$ cat config.mk
export PLATFORM = sky130hd
export DESIGN_NAME = uart_autobaud
export DESIGN_NICKNAME = d
export VERILOG_FILES = /design/src/rtl/uart_pkg.sv /design/src/rtl/synchronizer.sv /design/src/rtl/uart_autobaud.sv
export SDC_FILE = /design/constraint.sdc
export NUM_CORES = 1
export LEC_CHECK = 0
export CORE_MARGIN = 2
export CORE_UTILIZATION = 45
export CTS_CLUSTER_DIAMETER = 50
export DETAILED_ROUTE_END_ITERATION = 10
export GPL_ROUTABILITY_DRIVEN = 0
export PLACE_DENSITY = 0.6
export SLEW_MARGIN = 20
export SYNTH_ARGS = -nofsm -noshare
export SYNTH_HDL_FRONTEND = slang
export SYNTH_SLANG_ARGS = --single-unit
$ cat constraint.sdc
create_clock -name clk_in -period 6.4 [get_ports clk_in]
set_input_delay 0.96 -clock clk_in [delete_from_list [all_inputs] [get_ports clk_in]]
set_output_delay 0.96 -clock clk_in [all_outputs]
set_load 0.02 [all_outputs]
$ cat src/rtl/uart_pkg.sv
// Shared UART definitions: autobaud FSM encoding and sync-character constants.
package uart_pkg;

    typedef enum logic [2:0] {
        AB_IDLE      = 3'd0,
        AB_WAIT_HIGH = 3'd1,
        AB_WAIT_FALL = 3'd2,
        AB_MEASURE   = 3'd3,
        AB_DONE      = 3'd4,
        AB_ERR       = 3'd5
    } ab_state_t;

    // 0x55 framed as 8N1 gives 9 alternating edges bounding 8 equal intervals
    localparam int SYNC_EDGES     = 9;
    localparam int SYNC_INTERVALS = 8;
    localparam int SYNC_SHIFT     = 3;
    localparam int TOL_SHIFT      = 2;

endpackage

$ cat src/rtl/synchronizer.sv
// Generic multi-flop synchronizer for a single asynchronous bit.
module synchronizer #(
    parameter int   STAGES    = 2,
    parameter logic RESET_VAL = 1'b0
) (
    input  logic clk,
    input  logic rst_n,
    input  logic d,
    output logic q
);

    logic [STAGES-1:0] r_sync;

    // Shift chain; the first stage may go metastable, later stages settle it
    always_ff @(posedge clk or negedge rst_n) begin
        if (!rst_n) begin
            r_sync <= {STAGES{RESET_VAL}};
        end else begin
            r_sync <= {r_sync[STAGES-2:0], d};
        end
    end

    assign q = r_sync[STAGES-1];

endmodule

$ cat src/rtl/uart_autobaud.sv
// Baud-rate detector: times a 0x55 sync character on rx and reports
// the rounded clock-cycles-per-bit divisor for the baud divider.
module uart_autobaud
    import uart_pkg::*;
#(
    parameter int unsigned      CNT_W       = 32,
    parameter logic [CNT_W-1:0] MIN_DIV     = CNT_W'(32'd4),
    parameter logic [CNT_W-1:0] MAX_DIV     = CNT_W'(32'h0010_0000),
    parameter logic [CNT_W-1:0] DEFAULT_DIV = CNT_W'(32'h2)
) (
    input  logic             clk_in,
    input  logic             rst_in,
    input  logic             rx_in,
    input  logic             start_in,
    output logic [CNT_W-1:0] div_out,
    output logic             div_valid_out,
    output logic             busy_out,
    output logic             err_out
);

    localparam int TOT_W = CNT_W + SYNC_SHIFT;

    logic             w_sync;
    logic             r_prev;
    logic             w_edge;
    logic             w_fall;
    ab_state_t        r_state;
    ab_state_t        w_next;
    logic [CNT_W-1:0] r_cnt;
    logic [TOT_W-1:0] r_total;
    logic [TOT_W-1:0] w_round;
    logic [CNT_W-1:0] r_t1;
    logic [3:0]       r_edges;
    logic [CNT_W-1:0] r_div;
    logic             r_valid;
    logic             r_busy;
    logic             r_err;
    logic             w_bad;
    logic             w_last;
    logic             w_clr_acc;
    logic             w_take;
    logic             w_busy_next;

    function automatic logic [CNT_W-1:0] abs_diff(input logic [CNT_W-1:0] a,
                                                  input logic [CNT_W-1:0] b);
        if (a >= b) begin
            return a - b;
        end else begin
            return b - a;
        end
    endfunction

    synchronizer #(
        .STAGES    (2),
        .RESET_VAL (1'b1)
    ) u_rx_sync (
        .clk   (clk_in),
        .rst_n (1'b1),
        .d     (rx_in),
        .q     (w_sync)
    );

    // Previous synced sample for edge detection; idle-high after reset
    always_ff @(posedge clk_in) begin
        if (rst_in) begin
            r_prev <= 1'b1;
        end else begin
            r_prev <= w_sync;
        end
    end

    assign w_edge  = w_sync ^ r_prev;
    assign w_fall  = r_prev & ~w_sync;
    assign w_last  = (r_edges == 4'(SYNC_INTERVALS - 1));
    assign w_round = r_total + (TOT_W'(32'd1) << (SYNC_SHIFT - 1));

    // Interval check: T1 against the glitch floor, later ones against T1 +/-25%
    always_comb begin
        w_bad = 1'b0;
        if (r_edges == 4'd0) begin
            w_bad = (r_cnt < MIN_DIV);
        end else begin
            w_bad = (abs_diff(r_cnt, r_t1) > (r_t1 >> TOL_SHIFT));
        end
    end

    // Next-state logic; start_in re-arms from any state
    always_comb begin
        w_next    = r_state;
        w_clr_acc = 1'b0;
        w_take    = 1'b0;
        case (r_state)
            AB_IDLE: begin
                w_next = AB_IDLE;
            end
            AB_WAIT_HIGH: begin
                if (w_sync) begin
                    w_next = AB_WAIT_FALL;
                end else begin
                    w_next = AB_WAIT_HIGH;
                end
            end
            AB_WAIT_FALL: begin
                if (w_fall) begin
                    w_next    = AB_MEASURE;
                    w_clr_acc = 1'b1;
                end else begin
                    w_next = AB_WAIT_FALL;
                end
            end
            AB_MEASURE: begin
                if (w_edge) begin
                    if (w_bad) begin
                        w_next = AB_ERR;
                    end else begin
                        w_take = 1'b1;
                        w_next = w_last ? AB_DONE : AB_MEASURE;
                    end
                end else if (r_cnt >= MAX_DIV) begin
                    w_next = AB_ERR;
                end else begin
                    w_next = AB_MEASURE;
                end
            end
            AB_DONE: begin
                w_next = AB_IDLE;
            end
            AB_ERR: begin
                w_next = AB_IDLE;
            end
            default: begin
                w_next = AB_IDLE;
            end
        endcase
        if (start_in) begin
            w_next = AB_WAIT_HIGH;
        end else begin
            w_next = w_next;
        end
        w_busy_next = (w_next == AB_WAIT_HIGH) || (w_next == AB_WAIT_FALL) ||
                      (w_next == AB_MEASURE);
    end

    // State register
    always_ff @(posedge clk_in) begin
        if (rst_in) begin
            r_state <= AB_IDLE;
        end else begin
            r_state <= w_next;
        end
    end

    // Interval counter and accumulator; the counter restarts at 1 so that
    // its value on an edge equals the full edge-to-edge cycle count
    always_ff @(posedge clk_in) begin
        if (rst_in) begin
            r_cnt   <= CNT_W'(32'd0);
            r_total <= TOT_W'(32'd0);
            r_t1    <= CNT_W'(32'd0);
            r_edges <= 4'd0;
        end else if (w_clr_acc) begin
            r_cnt   <= CNT_W'(32'd1);
            r_total <= TOT_W'(32'd0);
            r_edges <= 4'd0;
        end else if (w_take) begin
            r_cnt   <= CNT_W'(32'd1);
            r_total <= r_total + TOT_W'(r_cnt);
            r_edges <= r_edges + 4'd1;
            if (r_edges == 4'd0) begin
                r_t1 <= r_cnt;
            end
        end else if (r_state == AB_MEASURE) begin
            r_cnt <= r_cnt + CNT_W'(32'd1);
        end
    end

    // Registered result/status outputs
    always_ff @(posedge clk_in) begin
        if (rst_in) begin
            r_div   <= DEFAULT_DIV;
            r_valid <= 1'b0;
            r_err   <= 1'b0;
            r_busy  <= 1'b0;
        end else begin
            r_busy <= w_busy_next;
            if (start_in) begin
                r_valid <= 1'b0;
                r_err   <= 1'b0;
            end else if (r_state == AB_DONE) begin
                r_div   <= CNT_W'(w_round >> SYNC_SHIFT);
                r_valid <= 1'b1;
            end else if (r_state == AB_ERR) begin
                r_err <= 1'b1;
            end
        end
    end

    assign div_out       = r_div;
    assign div_valid_out = r_valid;
    assign busy_out      = r_busy;
    assign err_out       = r_err;

endmodule

==> flow_summary_export.csv <==
group,metric,value,unit
run_status,status,"completed",
flow_run,drv_cap,0,
power,power.share.sequential,46.0,%
placed_design,io_buffers,38,
drt,num_vias,10900,
drt,firstDrtPassIters,6,
floorplan,chipWidth,166,um
placed_design,place.detailed.instances,1870,
floorplan,cell_row_count,59,
grt,grtUsageTotal,24.0,%
yosys,synth_cell_types,78,
timing,finalCriticalPeriod,6.07,ns
yosys,synth_edf_count,0,
clock_network,total_clock_buffers_created_by_cts,17,
timing,slew_viol_final,0,
clock_network,tritoncts_num_sinks,144,
critical_path,critical_path.n_buffers_inverters,4,
power,peakVddDrop,163,uV
critical_path,worst-setup-path-type,"flip-flop to flip-flop",
timing,rsz0062_at_grt,"no",
critical_path,cp_data_arrival_time,6.36,ns
critical_path,crit_path_start_kind,"flip-flop",
clock_network,cts.reportedPaths.clkPinSlew,0.07,ns
grt,antenna_found_initial,0,
drt,drt-wirelength-per-cell,17.5,um
grt,grt_max_degree,68,
power,p_sw_share,24.9,%
timing,final.hold.worst_slack,0.330,ns
yosys,ys_async_sr_fraction,0,%
floorplan,core_region_area,25900,um2
timing,clock-skew-final,0.0173,ns
grt,grt_pass1_vias,10600,
yosys,synth.top_cell.area_share,24.4,%
critical_path,cpMaxStageDelayCell,"sky130_fd_sc_hd__fa_1",
worst_hold_path,classification_of_the_worst_slack_hold_path,"flip-flop to flip-flop",
grt,wire_length_of_the_first_global_routing_pass,54700,um
yosys,synth_flop_cell,"sky130_fd_sc_hd__dfxtp_1",
yosys,compound_gate_fraction_of_synth_area,23.3,%
timing,max_clock_freq,165,MHz
final_layout,post_route_cells_drive_above_1_share,7.40,%
power,power.share.combinational,2.2,%
power,design_power_total,1.96,mW
drt,first_iter_violations,800,
timing,min_period_over_period,94.9,%
timing,worst_slew_margin_rel,36.7,%
critical_path,end_kind,"flip-flop",
clock_network,root_buffer,"sky130_fd_sc_hd__clkbuf_16",
yosys,synth_xor_area_share,8.16,%
clock_network,h_tree_lvls,4,
power,power_dissipated_by_switching_net_loads,0.487,mW
clock_network,cts_tree,"built",
clock_network,clk_latency,0.44,ns
placed_design,place_hpwl,25200,um
floorplan,start_util,45.6,%
critical_path,path_delay_family,"compound AO/OA/AOI/OAI gates",
yosys,synth.cell_area,11800,um2
floorplan,dieArea,27500,um2
yosys,yosys_warnings,0,
yosys,seq_area_frac_synth,24.4,%
floorplan,floorplan.die.height,166,um
yosys,synth.avg_cell_area,7.72,um2
drt,detail-route-antenna-nets,0,
final_layout,n_antenna_cell,0,
critical_path,crit_fanout,32,
timing,timing_hold_violations_final,0,
drt,routed_wl,33400,um
yosys,netlist_instances,1528,
clock_network,clock_tree.buffer_depth,2,
yosys,synth.ff_latch_count,144,
clock_network,postCtsHoldBufs,0,
timing,count_of_final_setup_violators,0,
drt,drc_errors,0,
yosys,yosys-mux-area-fraction,3.69,%
yosys,synth.net_count,1666,
yosys,yosys.area_share.simple,19.9,%
yosys,synth_fa_ha_area_share,14.4,%
drt,post_detailed_route_via_to_cell_ratio,5.74,
final_layout,area_growth_syn_to_layout,11.5,%
critical_path,cp.required,6.69,ns
power,power.density_cell_area,149,nW/um2
yosys,dominant_combinational_cell_family_by_area_after_synthesis,"compound AO/OA/AOI/OAI gates",
final_layout,layout.cells.non_filler,1902,
final_layout,final_net_count,1692,
critical_path,worst_path_largest_cell_delay,0.41,ns
timing,worst_max_slew_pin_slew,0.947,ns
grt,global_route.overflow_total,0,
yosys,post-synth-top-area-cell,"sky130_fd_sc_hd__dfxtp_1",
final_layout,final_core_util,50.8,%
power,cell_internal_pwr,1.47,mW
power,share_clk_of_total_power,51.8,%
power,static_leak,5.34,nW
floorplan,ioPinCount,39,
yosys,synth_top_cells_by_area,"sky130_fd_sc_hd__dfxtp_1, sky130_fd_sc_hd__ha_1, sky130_fd_sc_hd__a21oi_1",
timing,timing.setup.tns,0,ns
## through the flow
step | worst slack [ns] | cell area [um2]
final | 0.329 | 13200
after floorplan | 1.20 | 11800
after global placement | 0.432 | 12500
after global routing | 0.00432 | 13200
after CTS | 0.264 | 13100
after detailed placement | 0.308 | 12500
## cells by family after synthesis
| logic type | after synthesis |
|---|---|
| flip-flops | 144 |
| multiplexers | 43 |
| AND/OR/NAND/NOR | 512 |
| XOR/XNOR | 110 |
| buffers and inverters | 164 |
| AO/OA/AOI/OAI | 421 |
| adder cells (fa/ha/maj) | 134 |
## layout make-up
type | instances | area, um2
repair buffers | 72 | 668
clock buffers | 18 | 439
clock inverters | 14 | 145
flip-flops and latches | 144 | 2880
multi-input cells | 1220 | 8230
fillers | 2534 | 12800
inverters | 99 | 372
well taps | 335 | 419
## state kept, by name (all words and copies together) (netlist names), 2 cells and up
register          flops
div_out              32
r_cnt                32
r_edges               4
r_state               3
r_t1                 32
r_total              35
u_rx_sync.r_sync      2
## layout by cell type (no fill, tap or decap), types with 31 or more instances in the layout
| master | synthesis | layout |
|---|---|---|
| sky130_fd_sc_hd__a211oi_1 | 35 | 35 |
| sky130_fd_sc_hd__a21o_1 | 33 | 33 |
| sky130_fd_sc_hd__a21oi_1 | 149 | 148 |
| sky130_fd_sc_hd__buf_4 | 0 | 31 |
| sky130_fd_sc_hd__clkdlybuf4s50_1 | 0 | 37 |
| sky130_fd_sc_hd__dfxtp_1 | 144 | 144 |
| sky130_fd_sc_hd__ha_1 | 131 | 130 |
| sky130_fd_sc_hd__inv_1 | 99 | 99 |
| sky130_fd_sc_hd__mux2i_1 | 39 | 38 |
| sky130_fd_sc_hd__nand2_1 | 160 | 160 |
| sky130_fd_sc_hd__nand3_1 | 33 | 33 |
| sky130_fd_sc_hd__nor2_1 | 164 | 164 |
| sky130_fd_sc_hd__o21ai_0 | 69 | 67 |
| sky130_fd_sc_hd__xnor2_1 | 77 | 77 |
| sky130_fd_sc_hd__xor2_1 | 33 | 33 |
## final timing paths
| check | startpoint | end | slack [ns] | cells after the start |
|---|---|---|---|---|
| max | r_cnt[0] | r_total[19] | 0.33 | 27 |
| min | u_rx_sync.r_sync[0] | u_rx_sync.r_sync[1] | 0.33 | 0 |
| max reg2reg | r_cnt[0] | r_total[19] | 0.33 | 27 |
| min reg2reg | u_rx_sync.r_sync[0] | u_rx_sync.r_sync[1] | 0.33 | 0 |
## power by group through the flow
| stage | clock network [mW] | registers [mW] | logic (mW) |
|---|---|---|---|
| 2_1_floorplan | 0 | 0.921 | 0.0272 |
| 3_3_place_gp | 0 | 0.921 | 0.0435 |
| 3_5_place_dp | 0 | 0.921 | 0.0436 |
| 4_1_cts | 1.04 | 0.900 | 0.0437 |
| 5_1_grt | 1.07 | 0.901 | 0.0467 |
| 6_report | 1.01 | 0.901 | 0.0437 |
## metal layers
metal / up-vias / GRT usage, % / wire, um
met1: 5097 / 33.5 / 16300
met2: 288 / 38.2 / 14700
met5: - / 0 / 0
met4: 0 / 8.81 / 975
li1: 5475 / - / -
met3: 57 / 2.98 / 1350
## synthesized netlist by cell type, types with 5 or more instances
cell,count
sky130_fd_sc_hd__a211o_1,5
sky130_fd_sc_hd__o21ai_1,6
sky130_fd_sc_hd__a311oi_1,11
sky130_fd_sc_hd__a21o_1,33
sky130_fd_sc_hd__a31oi_1,11
sky130_fd_sc_hd__clkbuf_1,31
sky130_fd_sc_hd__xnor2_1,77
sky130_fd_sc_hd__or3_1,11
sky130_fd_sc_hd__and3_1,18
sky130_fd_sc_hd__nor2_1,164
sky130_fd_sc_hd__dfxtp_1,144
sky130_fd_sc_hd__o21a_1,21
sky130_fd_sc_hd__nand2_1,160
sky130_fd_sc_hd__inv_1,99
sky130_fd_sc_hd__ha_1,131
sky130_fd_sc_hd__nand3_1,33
sky130_fd_sc_hd__o211ai_1,7
sky130_fd_sc_hd__buf_2,27
sky130_fd_sc_hd__o31ai_1,7
sky130_fd_sc_hd__nor4_1,15
sky130_fd_sc_hd__nor2b_1,8
sky130_fd_sc_hd__a211oi_1,35
sky130_fd_sc_hd__o21ai_0,69
sky130_fd_sc_hd__and2_1,10
sky130_fd_sc_hd__nand2b_1,16
sky130_fd_sc_hd__o21bai_1,14
sky130_fd_sc_hd__a21oi_1,149
sky130_fd_sc_hd__nor3_1,25
sky130_fd_sc_hd__xor2_1,33
sky130_fd_sc_hd__mux2i_1,39
sky130_fd_sc_hd__nand3b_1,5
sky130_fd_sc_hd__nand4_1,28
## timing repair
| item | CTS | global route |
|---|---|---|
| setup endpoints to repair | 0 | 36 |
| buffers inserted | 0 | 0 |
| resized for setup | 0 | 8 |
Power figures use the tool's default switching activity.
==> RTL edit 1: new RTL, config.mk and constraints unchanged <==
The package constant `SYNC_SHIFT` goes from 3 to 2.
--- a/src/rtl/uart_pkg.sv
+++ b/src/rtl/uart_pkg.sv
@@ -14,5 +14,5 @@
     localparam int SYNC_EDGES     = 9;
     localparam int SYNC_INTERVALS = 8;
-    localparam int SYNC_SHIFT     = 3;
+    localparam int SYNC_SHIFT     = 2;
     localparam int TOL_SHIFT      = 2;
 
Behaviour: no difference found for any inputs over 10 cycles, from zero or initial values and one cycle with rst_in high; that may be too few to reach the edited logic, so the function may still have changed.
==> RTL edit 1 against the unedited design <==
  * Clock power about the same
  * Sequential share of layout area is 0.65 points lower
  * Routed wire length up 1.5%
  * Die area decreased by 0.45%
  * Setup slack better by 0.11 ns
  * Synthesized area down 0.46%
  * Design area is 2.3% higher
  * Synthesized cell count is 0.13% lower
  * Maximum frequency up 1.9%
  * Count of clock-buffer cells in the layout unchanged
  * Total power down 0.99%
  * Sequential cell count is 1 lower
  * Critical endpoint is now r_cnt[11]
==> RTL edit 1: results (changes against the unedited design) <==
Layout
  – Fillers: 2,559 (was 2,534)
  – Layout cells sized above 1: 0.09051 (was 0.07403)

Synthesis
  – Fraction of synthesized area in multiplexers: 0.04377 (was 0.03689)
  – Cells after Synth: 1,526 (was 1,528)
  – Sequential share of the synthesized area: 0.2437 (was 0.2442)

Placed design
  – Placed instance area: 12,780 sq um (was 12,550 sq um)
  – Place WS: 0.06984 ns (was 0.3082 ns)
  – HPWL Detailed: 26.11 mm (was 25.20 mm)

Pwr
  – Max IR drop VDD: 0.0001729 V (was 0.0001632 V)
  – Portion of total power attributed to sequential cells: 0.461 (was 0.460)
  – Power per cell area: 144.0 nW/um^2 (was 148.8 nW/um^2)
  – Leakage power of the design: 5.864 nW (was 5.338 nW)
  – Total power: 0.001938 W (was 0.001958 W)

Global route
  – Met3 Track Usage GR: 0.04221 (was 0.02979)
  – Maximum number of pins on one net before global-route repair: 69 (was 68)
  – Global-route wire length before repair: 54.17 mm (was 54.68 mm)
  – Met2 demand-to-capacity share in global routing: 0.4025 (was 0.3816)

Critical path
  – Reg2Reg Depth: 25 (was 27)
  – Largest stage delay on the critical path: 0.50 ns (was 0.41 ns)
  – Launching instance or port of the critical path: r_cnt[23] (was r_cnt[0])
  – Cell class contributing the biggest share of worst-path delay: simple AND/OR/NAND/NOR gates (was compound AO/OA/AOI/OAI gates)
  – End of the critical path: r_cnt[11] (was r_total[19])
  – Slowest-stage cell, CP: sky130_fd_sc_hd__o31ai_4 (was sky130_fd_sc_hd__fa_1)

Detailed routing
  – WL met2: 15.42 mm (was 14.72 mm)
  – Routed wl met3: 1.538 mm (was 1.345 mm)
  – Post-Route M1 WL: 16.10 mm (was 16.34 mm)
  – Count of TritonRoute iterations in the first routing pass: 7 (was 6)
  – Vias after detailed routing: 11,020 (was 10,920)

Status
  – Outcome: completed (unchanged)
## RTL edit 1: changes by cell type after synthesis, moves of 8 or more
cell,before,now
sky130_fd_sc_hd__a311oi_1,11,2
sky130_fd_sc_hd__a211oi_1,35,48
sky130_fd_sc_hd__nor3_1,25,36
sky130_fd_sc_hd__nor2_1,164,233
sky130_fd_sc_hd__a21oi_1,149,139
sky130_fd_sc_hd__buf_2,27,19
sky130_fd_sc_hd__o21a_1,21,13
sky130_fd_sc_hd__clkbuf_1,31,43
sky130_fd_sc_hd__nand2_1,160,82
sky130_fd_sc_hd__nand2b_1,16,6
sky130_fd_sc_hd__o21ai_0,69,57
sky130_fd_sc_hd__a21o_1,33,45
## RTL edit 1: cell type report
class	count	area share
Clock buffer	18	0.03262
Multi-Input combinational cell	1218	0.6156
Tap cell	335	0.03113
Inverter	96	0.02677
Sequential cell	143	0.2126
Clock inverter	14	0.01032
Timing Repair Buffer	113	0.07091
==> RTL edit 2: new RTL, same settings <==
Made on the original files. Re-encode `ab_state_t` (6 states) as Gray code, 3 bits wide.
--- a/src/rtl/uart_pkg.sv
+++ b/src/rtl/uart_pkg.sv
@@ -3,10 +3,10 @@
 
     typedef enum logic [2:0] {
-        AB_IDLE      = 3'd0,
-        AB_WAIT_HIGH = 3'd1,
-        AB_WAIT_FALL = 3'd2,
-        AB_MEASURE   = 3'd3,
-        AB_DONE      = 3'd4,
-        AB_ERR       = 3'd5
+        AB_IDLE      = 3'b000,
+        AB_WAIT_HIGH = 3'b001,
+        AB_WAIT_FALL = 3'b011,
+        AB_MEASURE   = 3'b010,
+        AB_DONE      = 3'b110,
+        AB_ERR       = 3'b111
     } ab_state_t;
 
Check against the original RTL: no difference found for any inputs over 10 cycles, from zero or initial values and one cycle with rst_in high; not proved beyond that.
==> RTL edit 2 against the unedited design <==
  * Setup slack got worse by 0.073 ns
  * Critical path type unchanged
  * Total power decreased by 1.0%
  * Combinational power increased by 11%
  * Design area increased by 0.22%
  * Routed wire length increased by 1.9%
  * Synthesized cell count decreased by 0.26%
  * Synthesized area decreased by 1.8%
  * Clock skew decreased by 0.00090 ns
  * Cell count increased by 0.37%
  * Sequential cell count unchanged
==> RTL edit 2: results (changes against the unedited design) <==
Detailed routing
  – Routed wl met3: 1.580 mm (was 1.345 mm)
  – Wire length per cell: 17.82 um (was 17.55 um)
  – Vias after detailed routing: 11,030 (was 10,920)
  – WL met2: 15.45 mm (was 14.72 mm)
  – Count of TritonRoute iterations in the first routing pass: 5 (was 6)

Critical path
  – Slowest-stage cell, CP: sky130_fd_sc_hd__or4_4 (was sky130_fd_sc_hd__fa_1)
  – Worst EP arrival: 6.49 ns (was 6.36 ns)
  – Worst-path fanout max: 37 (was 32)

Synthesis
  – Post-synthesis average cell area: 7.603 sq um (was 7.724 sq um)
  – Top post-synthesis cells by count: sky130_fd_sc_hd__a21oi_1 (163), sky130_fd_sc_hd__nand2_1 (159), sky130_fd_sc_hd__dfxtp_1 (144) (was sky130_fd_sc_hd__nor2_1 (164), sky130_fd_sc_hd__nand2_1 (160), sky130_fd_sc_hd__a21oi_1 (149))
  – Dominant cells by area after synthesis: sky130_fd_sc_hd__dfxtp_1 (25%), sky130_fd_sc_hd__ha_1 (14%), sky130_fd_sc_hd__a21oi_1 (7.0%), sky130_fd_sc_hd__xnor2_1 (5.4%), sky130_fd_sc_hd__nand2_1 (5.2%) (was sky130_fd_sc_hd__dfxtp_1 (24%), sky130_fd_sc_hd__ha_1 (14%), sky130_fd_sc_hd__a21oi_1 (6.3%), sky130_fd_sc_hd__xnor2_1 (5.7%), sky130_fd_sc_hd__nor2_1 (5.2%))
  – Cell variety after synth: 68 (was 78)
  – Adder-Cell Fraction of Synth Area: 0.1466 (was 0.1440)
  – Sequential share of the synthesized area: 0.2488 (was 0.2442)
  – Fraction of synthesized area in multiplexers: 0.02095 (was 0.03689)

Placed design
  – Placed cell count: 1,874 (was 1,870)
  – Place WS: -0.1201 ns (was 0.3082 ns)
  – HPWL Detailed: 25.78 mm (was 25.20 mm)
  – Placed instance area: 12,530 sq um (was 12,550 sq um)

Pwr
  – Leakage power of the design: 5.452 nW (was 5.338 nW)

STA
  – Worst max-slew margin expressed relative to the limit: 0.3933 (was 0.3672)

Status
  – Outcome: completed (unchanged)

Global route
  – Maximum number of pins on one net before global-route repair: 76 (was 68)
  – Overall track demand over capacity in global routing: 0.2533 (was 0.2403)
  – Global-route wire length before repair: 54.43 mm (was 54.68 mm)
  – Met2 demand-to-capacity share in global routing: 0.4144 (was 0.3816)

Layout
  – Layout cells sized above 1: 0.07853 (was 0.07403)
  – Net count, final: 1,704 (was 1,692)
## RTL edit 2: final timing paths
kind	endpoint	slack (ns)	depth (start not counted)
worst min-delay path	u_rx_sync.r_sync[1]	0.33	0
worst max-delay path	r_edges[3]	0.26	26
worst max register to register	r_edges[3]	0.26	26
worst min register to register	u_rx_sync.r_sync[1]	0.33	0
## RTL edit 2: where the power goes
part / internal, W / switching [W]
clock network: 0.000517 / 0.000471
registers: 0.000898 / 0.00000282
logic: 0.0000141 / 0.0000346
## RTL edit 2: final cells by class
class | count | area [sq um]
repair buffers | 95 | 828.3
well taps | 330 | 412.9
clock inverters | 15 | 142.6
clock buffers | 17 | 425.4
multi-input cells | 1216 | 8149
inverters | 92 | 345.3
flip-flops and latches | 144 | 2883
fillers | 2461 | 12070
## RTL edit 2: what timing repair did
| item | CTS | global route |
|---|---|---|
| endpoints found under the setup margin | 42 | 71 |
| endpoints found under the hold margin | 0 | 0 |
| buffers inserted | 1 | 2 |
| pin swaps | 1 | 1 |
| gates resized for setup | 2 | 11 |
